## src/rtl/rv32i_types.sv

```systemverilog
// Shared types and constants for the M-extension multiply/divide unit.
package rv32i_types;

   typedef enum logic [2:0] {
      F3_MUL    = 3'b000,
      F3_MULH   = 3'b001,
      F3_MULHSU = 3'b010,
      F3_MULHU  = 3'b011,
      F3_DIV    = 3'b100,
      F3_DIVU   = 3'b101,
      F3_REM    = 3'b110,
      F3_REMU   = 3'b111
   } m_funct3_t;

   typedef enum logic [1:0] {
      IDLE = 2'd0,
      BUSY = 2'd1,
      DONE = 2'd2
   } muldiv_state_t;

   localparam int unsigned MULDIV_ITERS      = 32;
   localparam logic [5:0]  MULDIV_CNT_RELOAD = 6'(MULDIV_ITERS);

   function automatic logic is_div_op(input m_funct3_t op);
      return op[2];
   endfunction

   function automatic logic rs1_is_signed(input m_funct3_t op);
      return (op == F3_MUL) || (op == F3_MULH) || (op == F3_MULHSU) ||
             (op == F3_DIV) || (op == F3_REM);
   endfunction

   function automatic logic rs2_is_signed(input m_funct3_t op);
      return (op == F3_MUL) || (op == F3_MULH) || (op == F3_DIV) || (op == F3_REM);
   endfunction

endpackage

```

## src/rtl/muldiv_sign_fixup.sv

```systemverilog
// Applies the captured sign flags to the raw magnitude result and selects
// the 32-bit slice the instruction returns.
module muldiv_sign_fixup
   import rv32i_types::*;
(
   input  m_funct3_t   op,
   input  logic        neg_prod,
   input  logic        neg_quo,
   input  logic        neg_rem,
   input  logic [63:0] acc,
   output logic [31:0] result
);

   logic [63:0] prod;
   logic [31:0] quo;
   logic [31:0] rem;

   // acc holds {hi, lo} of the product, or {remainder, quotient} for divides
   always_comb begin
      prod   = neg_prod ? -acc : acc;
      quo    = neg_quo ? -acc[31:0] : acc[31:0];
      rem    = neg_rem ? -acc[63:32] : acc[63:32];
      result = rem;
      case (op)
         F3_MUL:                       result = prod[31:0];
         F3_MULH, F3_MULHSU, F3_MULHU: result = prod[63:32];
         F3_DIV, F3_DIVU:              result = quo;
         default:                      result = rem;
      endcase
   end

endmodule

```

## src/rtl/muldiv_unit.sv

```systemverilog
// Iterative RV32M multiply/divide unit with EX-stage stall handshake.
// MULDIV_SINGLE_CYCLE_MUL_EN selects a combinational multiplier; divides stay iterative.
//
//   state | meaning
//   IDLE  | no op in flight; done = ~m_alu_active
//   BUSY  | one shift-add / restoring-divide step per cycle, counter counts down
//   DONE  | result held on rd_data_o until pipe_adv_i or flush_i
module muldiv_unit
   import rv32i_types::*;
(
   input  logic        clk,
   input  logic        rst,
   input  logic [31:0] rs1_data_i,
   input  logic [31:0] rs2_data_i,
   input  m_funct3_t   funct3,
   input  logic        m_alu_active,
   input  logic        pipe_adv_i,
   input  logic        flush_i,
   output logic        m_ex_alu_done,
   output logic [31:0] rd_data_o
);

   muldiv_state_t state_q, state_d;
   logic [5:0]    cnt_q;
   logic [63:0]   acc_q;
   logic [63:0]   acc_step;
   logic [31:0]   opb_q;
   logic [31:0]   result_q;
   m_funct3_t     op_q;
   logic          neg_q;
   logic          neg_rem_q;

   logic          sgn_a, sgn_b;
   logic [31:0]   mag_a, mag_b;
   logic          div_by_zero, div_ovf;
   logic          fast_path;
   logic [31:0]   fast_result;
   logic [31:0]   fix_result;
   logic          start, fsm_done;
   logic [32:0]   mul_sum, div_shift, div_diff;

   // operand decode at capture time
   always_comb begin
      sgn_a       = rs1_is_signed(funct3) & rs1_data_i[31];
      sgn_b       = rs2_is_signed(funct3) & rs2_data_i[31];
      mag_a       = sgn_a ? -rs1_data_i : rs1_data_i;
      mag_b       = sgn_b ? -rs2_data_i : rs2_data_i;
      div_by_zero = is_div_op(funct3) && (rs2_data_i == 32'd0);
      div_ovf     = ((funct3 == F3_DIV) || (funct3 == F3_REM)) &&
                    (rs1_data_i == 32'h8000_0000) && (rs2_data_i == 32'hFFFF_FFFF);
   end

`ifdef MULDIV_SINGLE_CYCLE_MUL_EN
   logic [63:0] sc_a, sc_b, sc_prod;

   // low 64 bits of the 33x33 signed product; extension to 64 keeps it modular
   always_comb begin
      sc_a      = rs1_is_signed(funct3) ? {{32{rs1_data_i[31]}}, rs1_data_i} : {32'd0, rs1_data_i};
      sc_b      = rs2_is_signed(funct3) ? {{32{rs2_data_i[31]}}, rs2_data_i} : {32'd0, rs2_data_i};
      sc_prod   = sc_a * sc_b;
      fast_path = div_by_zero | div_ovf | ~is_div_op(funct3);
      if (!is_div_op(funct3))
         fast_result = (funct3 == F3_MUL) ? sc_prod[31:0] : sc_prod[63:32];
      else if (div_by_zero)
         fast_result = funct3[1] ? rs1_data_i : 32'hFFFF_FFFF;
      else
         fast_result = funct3[1] ? 32'd0 : 32'h8000_0000;
   end
`else
   always_comb begin
      fast_path = div_by_zero | div_ovf;
      if (div_by_zero)
         fast_result = funct3[1] ? rs1_data_i : 32'hFFFF_FFFF;
      else
         fast_result = funct3[1] ? 32'd0 : 32'h8000_0000;
   end
`endif

   // one iteration: multiply shifts the multiplier out of acc[31:0],
   // divide shifts the dividend into the partial remainder at acc[63:32]
   always_comb begin
      mul_sum   = {1'b0, acc_q[63:32]} + (acc_q[0] ? {1'b0, opb_q} : 33'd0);
      div_shift = acc_q[63:31];
      div_diff  = div_shift - {1'b0, opb_q};
      acc_step  = {mul_sum, acc_q[31:1]};
      if (is_div_op(op_q)) begin
         if (div_diff[32])
            acc_step = {div_shift[31:0], acc_q[30:0], 1'b0};
         else
            acc_step = {div_diff[31:0], acc_q[30:0], 1'b1};
      end
   end

   muldiv_sign_fixup u_fixup (
      .op       (op_q),
      .neg_prod (neg_q),
      .neg_quo  (neg_q),
      .neg_rem  (neg_rem_q),
      .acc      (acc_step),
      .result   (fix_result)
   );

   always_ff @(posedge clk or posedge rst) begin
      if (rst)
         state_q <= IDLE;
      else
         state_q <= state_d;
   end

   always_comb begin
      state_d  = state_q;
      fsm_done = 1'b0;
      start    = 1'b0;
      case (state_q)
         IDLE: begin
            fsm_done = ~m_alu_active;
            if (m_alu_active && !flush_i) begin
               start   = 1'b1;
               state_d = fast_path ? DONE : BUSY;
            end
         end
         BUSY: begin
            if (flush_i)
               state_d = IDLE;
            else if (cnt_q == 6'd1)
               state_d = DONE;
         end
         DONE: begin
            fsm_done = 1'b1;
            if (flush_i || pipe_adv_i)
               state_d = IDLE;
         end
         default: state_d = IDLE;
      endcase
   end

   always_ff @(posedge clk or posedge rst) begin
      if (rst) begin
         cnt_q     <= '0;
         acc_q     <= '0;
         opb_q     <= '0;
         result_q  <= '0;
         op_q      <= F3_MUL;
         neg_q     <= 1'b0;
         neg_rem_q <= 1'b0;
      end else if (flush_i) begin
         result_q <= '0;
      end else if (start) begin
         op_q      <= funct3;
         opb_q     <= mag_b;
         acc_q     <= {32'd0, mag_a};
         cnt_q     <= MULDIV_CNT_RELOAD;
         neg_q     <= sgn_a ^ sgn_b;
         neg_rem_q <= sgn_a;
         if (fast_path)
            result_q <= fast_result;
      end else if (state_q == BUSY) begin
         acc_q <= acc_step;
         cnt_q <= cnt_q - 6'd1;
         if (cnt_q == 6'd1)
            result_q <= fix_result;
      end
   end

   // reset forces "not stalling" even if EX still holds an M-op
   assign m_ex_alu_done = rst | fsm_done;
   assign rd_data_o     = (state_q == DONE) ? result_q : 32'd0;

endmodule

```

## config.mk

```make
export PLATFORM = sky130hd
export DESIGN_NAME = muldiv_unit
export DESIGN_NICKNAME = d
export VERILOG_FILES = /design/src/rtl/rv32i_types.sv /design/src/rtl/muldiv_sign_fixup.sv /design/src/rtl/muldiv_unit.sv
export SDC_FILE = /design/constraint.sdc
export NUM_CORES = 1
export LEC_CHECK = 0
export ABC_AREA = 1
export ABC_CLOCK_PERIOD_IN_PS = 5100
export BUFFER_PORTS_ARGS = -buffer_cell sky130_fd_sc_hd__buf_2
export CORE_MARGIN = 4
export CORE_UTILIZATION = 45
export CTS_CLUSTER_SIZE = 14
export DETAILED_ROUTE_END_ITERATION = 16
export PLACE_DENSITY = 0.62
export SLEW_MARGIN = 15
export SYNTH_ARGS = -nofsm -noshare
export SYNTH_HDL_FRONTEND = slang
export SYNTH_SLANG_ARGS = --single-unit
export TNS_END_PERCENT = 20
```

## constraint.sdc

```tcl
create_clock -name clk -period 5.1 [get_ports clk]
set_clock_uncertainty 0.2 [all_clocks]
set_input_delay 0.51 -clock clk [delete_from_list [all_inputs] [get_ports clk]]
set_output_delay 0.51 -clock clk [all_outputs]
set_load 0.01 [all_outputs]
```

==> results.py <==
metrics = {
    "drt": {
        "wl_per_cell_um": 20.7,
        "via_per_inst": 5.59,
        "drt-initial-drc-count": 2223,
        "drc": 0,
        "ant_nets": 0,
        "drt_wl_total_um": 74800,
        "drtPass1Iterations": 8,
        "vias": 20200,
    },
    "sta": {
        "rsz0062_at_grt": "no",
        "fin_ws_ns": 0.346,
        "slew_violations": 0,
        "hold_viol": 0,
        "tightest_slew_ns": 0.909,
        "setup_viol": 0,
        "max_slew_margin_pct": 39.4,
        "fin_crit_ns": 4.75,
        "max_freq_ghz": 0.210,
        "fin_tns_setup_ns": 0,
        "min_period_over_period_pct": 93.2,
    },
    "floorplanning": {
        "die_area_um2": 40900,
        "core_um2": 36900,
        "die_y_um": 202,
        "initial_core_util_pct": 46.0,
        "rows": 70,
        "die_w_um": 202,
        "pin_count": 105,
    },
    "yosys": {
        "netlist_area_um2": 17000,
        "synth_area_leaders": "dfrtp_1 21%, nand2_1 21%, inv_1 11%, nand3_1 7.8%, nor2_1 6.4%",
        "ys_seq_area_share_pct": 20.8,
        "synthCells": 2972,
        "ys_warn_count": 0,
        "synth.avg_cell_area_um2": 5.71,
        "synth.top_cell.area_share_pct": 20.8,
        "postSynth.asyncResetShare_pct": 100,
        "synth.largest_area_cell": "dfrtp_1",
        "yosys.cell_types.count": 50,
        "ys_ff_latch": 141,
        "syn_nets": 3117,
        "ys.flop_type": "dfrtp_1",
        "synth_edf_count": 0,
    },
    "final_layout": {
        "layout.nets": 3237,
        "design_area_um2": 19000,
        "area_delta_synth_final_pct": 12.2,
        "final_cell_mix": "926 x nand2_1, 481 x inv_1, 280 x nor2_1",
        "num-fill-cells": 3975,
        "num_antenna_cells": 0,
        "multiInputGateArea_um2": 11200,
        "final_util_pct": 51.6,
        "regArea_um2": 3530,
        "drive_above_1_share_pct": 10.6,
        "final_common_cell": "nand2_1",
    },
    "critical_path": {
        "worstReg2RegStart": "acc_q[31]",
        "slowest_stage": "dfrtp_1",
        "critPathRequiredTime_ns": 5.28,
        "path_common_cell": "nand2_1",
        "cp_max_fo": 4,
        "start_kind": "flop",
        "worst_setup_path_end_kind": "flop",
        "reg2reg_depth": 31,
        "crit_type": "flop to flop",
        "max_stage_delay_ns": 0.40,
        "rrSetupSlack_ns": 0.35,
        "critPathArrivalTime_ns": 4.93,
        "rr_endpoint": "result_q[6]",
    },
    "power_and_ir_drop": {
        "leakage_nw": 10.4,
        "power.density_nw_per_um2": 812,
        "max-vdd-ir-drop_v": 0.000493,
    },
    "grt": {
        "antenna_found_initial": 4,
        "grt_util_all_layers_pct": 35.7,
        "grt_pass1_wl_um": 113000,
        "gr-total-overflow": 0,
        "grt_pass1_vias": 18900,
        "grt_max_degree": 93,
    },
    "status": {
        "status": "finished, final reports clean",
    },
    "clock_tree": {
        "cts_tree": "built",
        "clk-insertion-delay-late_ns": 0.46,
        "clock_sinks": 141,
        "cts-root-buf": "clkbuf_16",
        "htreeDepth": 4,
        "clk_pin_slew_worst_paths_ns": 0.06,
        "postCtsHoldBufs": 0,
        "cts_buffer_depth": 2,
        "cts_buffers": 17,
    },
    "worst_hold_path": {
        "worstHoldPathType": "input pin to asynchronous set/reset pin",
    },
    "placement": {
        "io_buffers": 104,
        "place_area_um2": 18400,
        "hpwl_um": 60900,
        "post-place-ws_ns": 0.143,
        "place_congestion": 1.02,
    },
    "run": {
        "drv_cap": 0,
    },
}
[report_power, final]
group	internal [mW]	leakage, nW	total, mW	switching, mW
logic	3.63	8.31	12.1	8.49
registers	1.60	1.79	2.01	0.408
clock network	0.737	0.280	1.33	0.588
total	5.97	10.4	15.5	9.48
[worst max-delay path, delay by kind of cell (launching register included)]
family                     cells  cell delay [ns]
DFF                            1             0.40
buffers and inverters          5             0.46
xor gates and xnor gates       1             0.16
and+or+nand+nor               18             2.17
AOI/OAI and AO/OA              4             0.64
adders and majority gates      3             0.64
[area by class of cell]
type                            count  area share, %
Clock buffer                       19           2.33
Clock inverter                     13          0.743
Inverter                          499           9.87
Multi-Input combinational cell   2240           58.9
Sequential cell                   141           18.5
Tap cell                          504           3.31
Timing Repair Buffer              193           6.31
[synthesized netlist by cell type (11+ instances only)]
master / instances
a21oi_1: 134
buf_1: 12
buf_2: 11
clkbuf_1: 58
dfrtp_1: 141
ha_1: 71
inv_1: 484
inv_2: 11
nand2_1: 927
nand2_2: 22
nand3_1: 263
nand3b_1: 15
nand4_1: 29
nor2_1: 289
nor2_2: 18
nor3_1: 29
o211ai_1: 13
o21ai_0: 173
o21ai_1: 28
o221ai_1: 26
o22ai_1: 33
xnor2_1: 13
xor2_1: 63
[metal layers]
metal	vias to the layer above	wire, um	track usage [%]
met5	-	21	0
met4	4	3160	14.0
met3	155	6740	6.87
met2	928	32400	55.4
met1	9407	32400	49.3
li1	9696	-	-
[how the worst max path moves through the flow]
stage,from,endpoint,slack [ns],cells after the start
finish,acc_q[31],result_q[6],0.35,31
detailed placement,acc_q[31],result_q[10],0.14,34
global placement,acc_q[31],result_q[10],0.24,34
CTS,acc_q[31],result_q[10],0.13,34
floorplan,rst,m_ex_alu_done,0.39,2
global route,acc_q[31],result_q[4],0.004,33
[sequential cells by signal, summed over array words and instances (netlist names)]
name,flops
acc_q,64
cnt_q,6
opb_q,32
neg_rem_q,1
neg_q,1
state_q,2
result_q,32
op_q,3
[cell families (layout without fill, tap and decap cells)]
kind of cell	after synthesis	count (layout)	share of synthesized area [%]
adder cells (fa/ha/maj)	73	73	5.47
flip-flops	141	141	20.8
XOR/XNOR	76	76	3.92
AND/OR/NAND/NOR	1637	1637	41.1
buffers and inverters	591	724	13.6
AO/OA/AOI/OAI	454	454	15.1
[what timing repair did]
action | in CTS | in global routing
buffers inserted | 0 | 4
endpoints found under the setup margin | 0 | 17
gates resized for setup | 0 | 16
[stage by stage]
step | power [mW] | hold slack (ns) | cells
final | 15.5 | 0.0119 | 3609
after global placement | 13.6 | 0.263 | 3573
after detailed placement | 13.7 | 0.272 | 3573
after CTS | 15.1 | 0.0779 | 3605
after global routing | 16.7 | 0.0837 | 3609
after floorplan | 9.72 | 0.249 | 2972
Power figures use the tool's default switching activity.
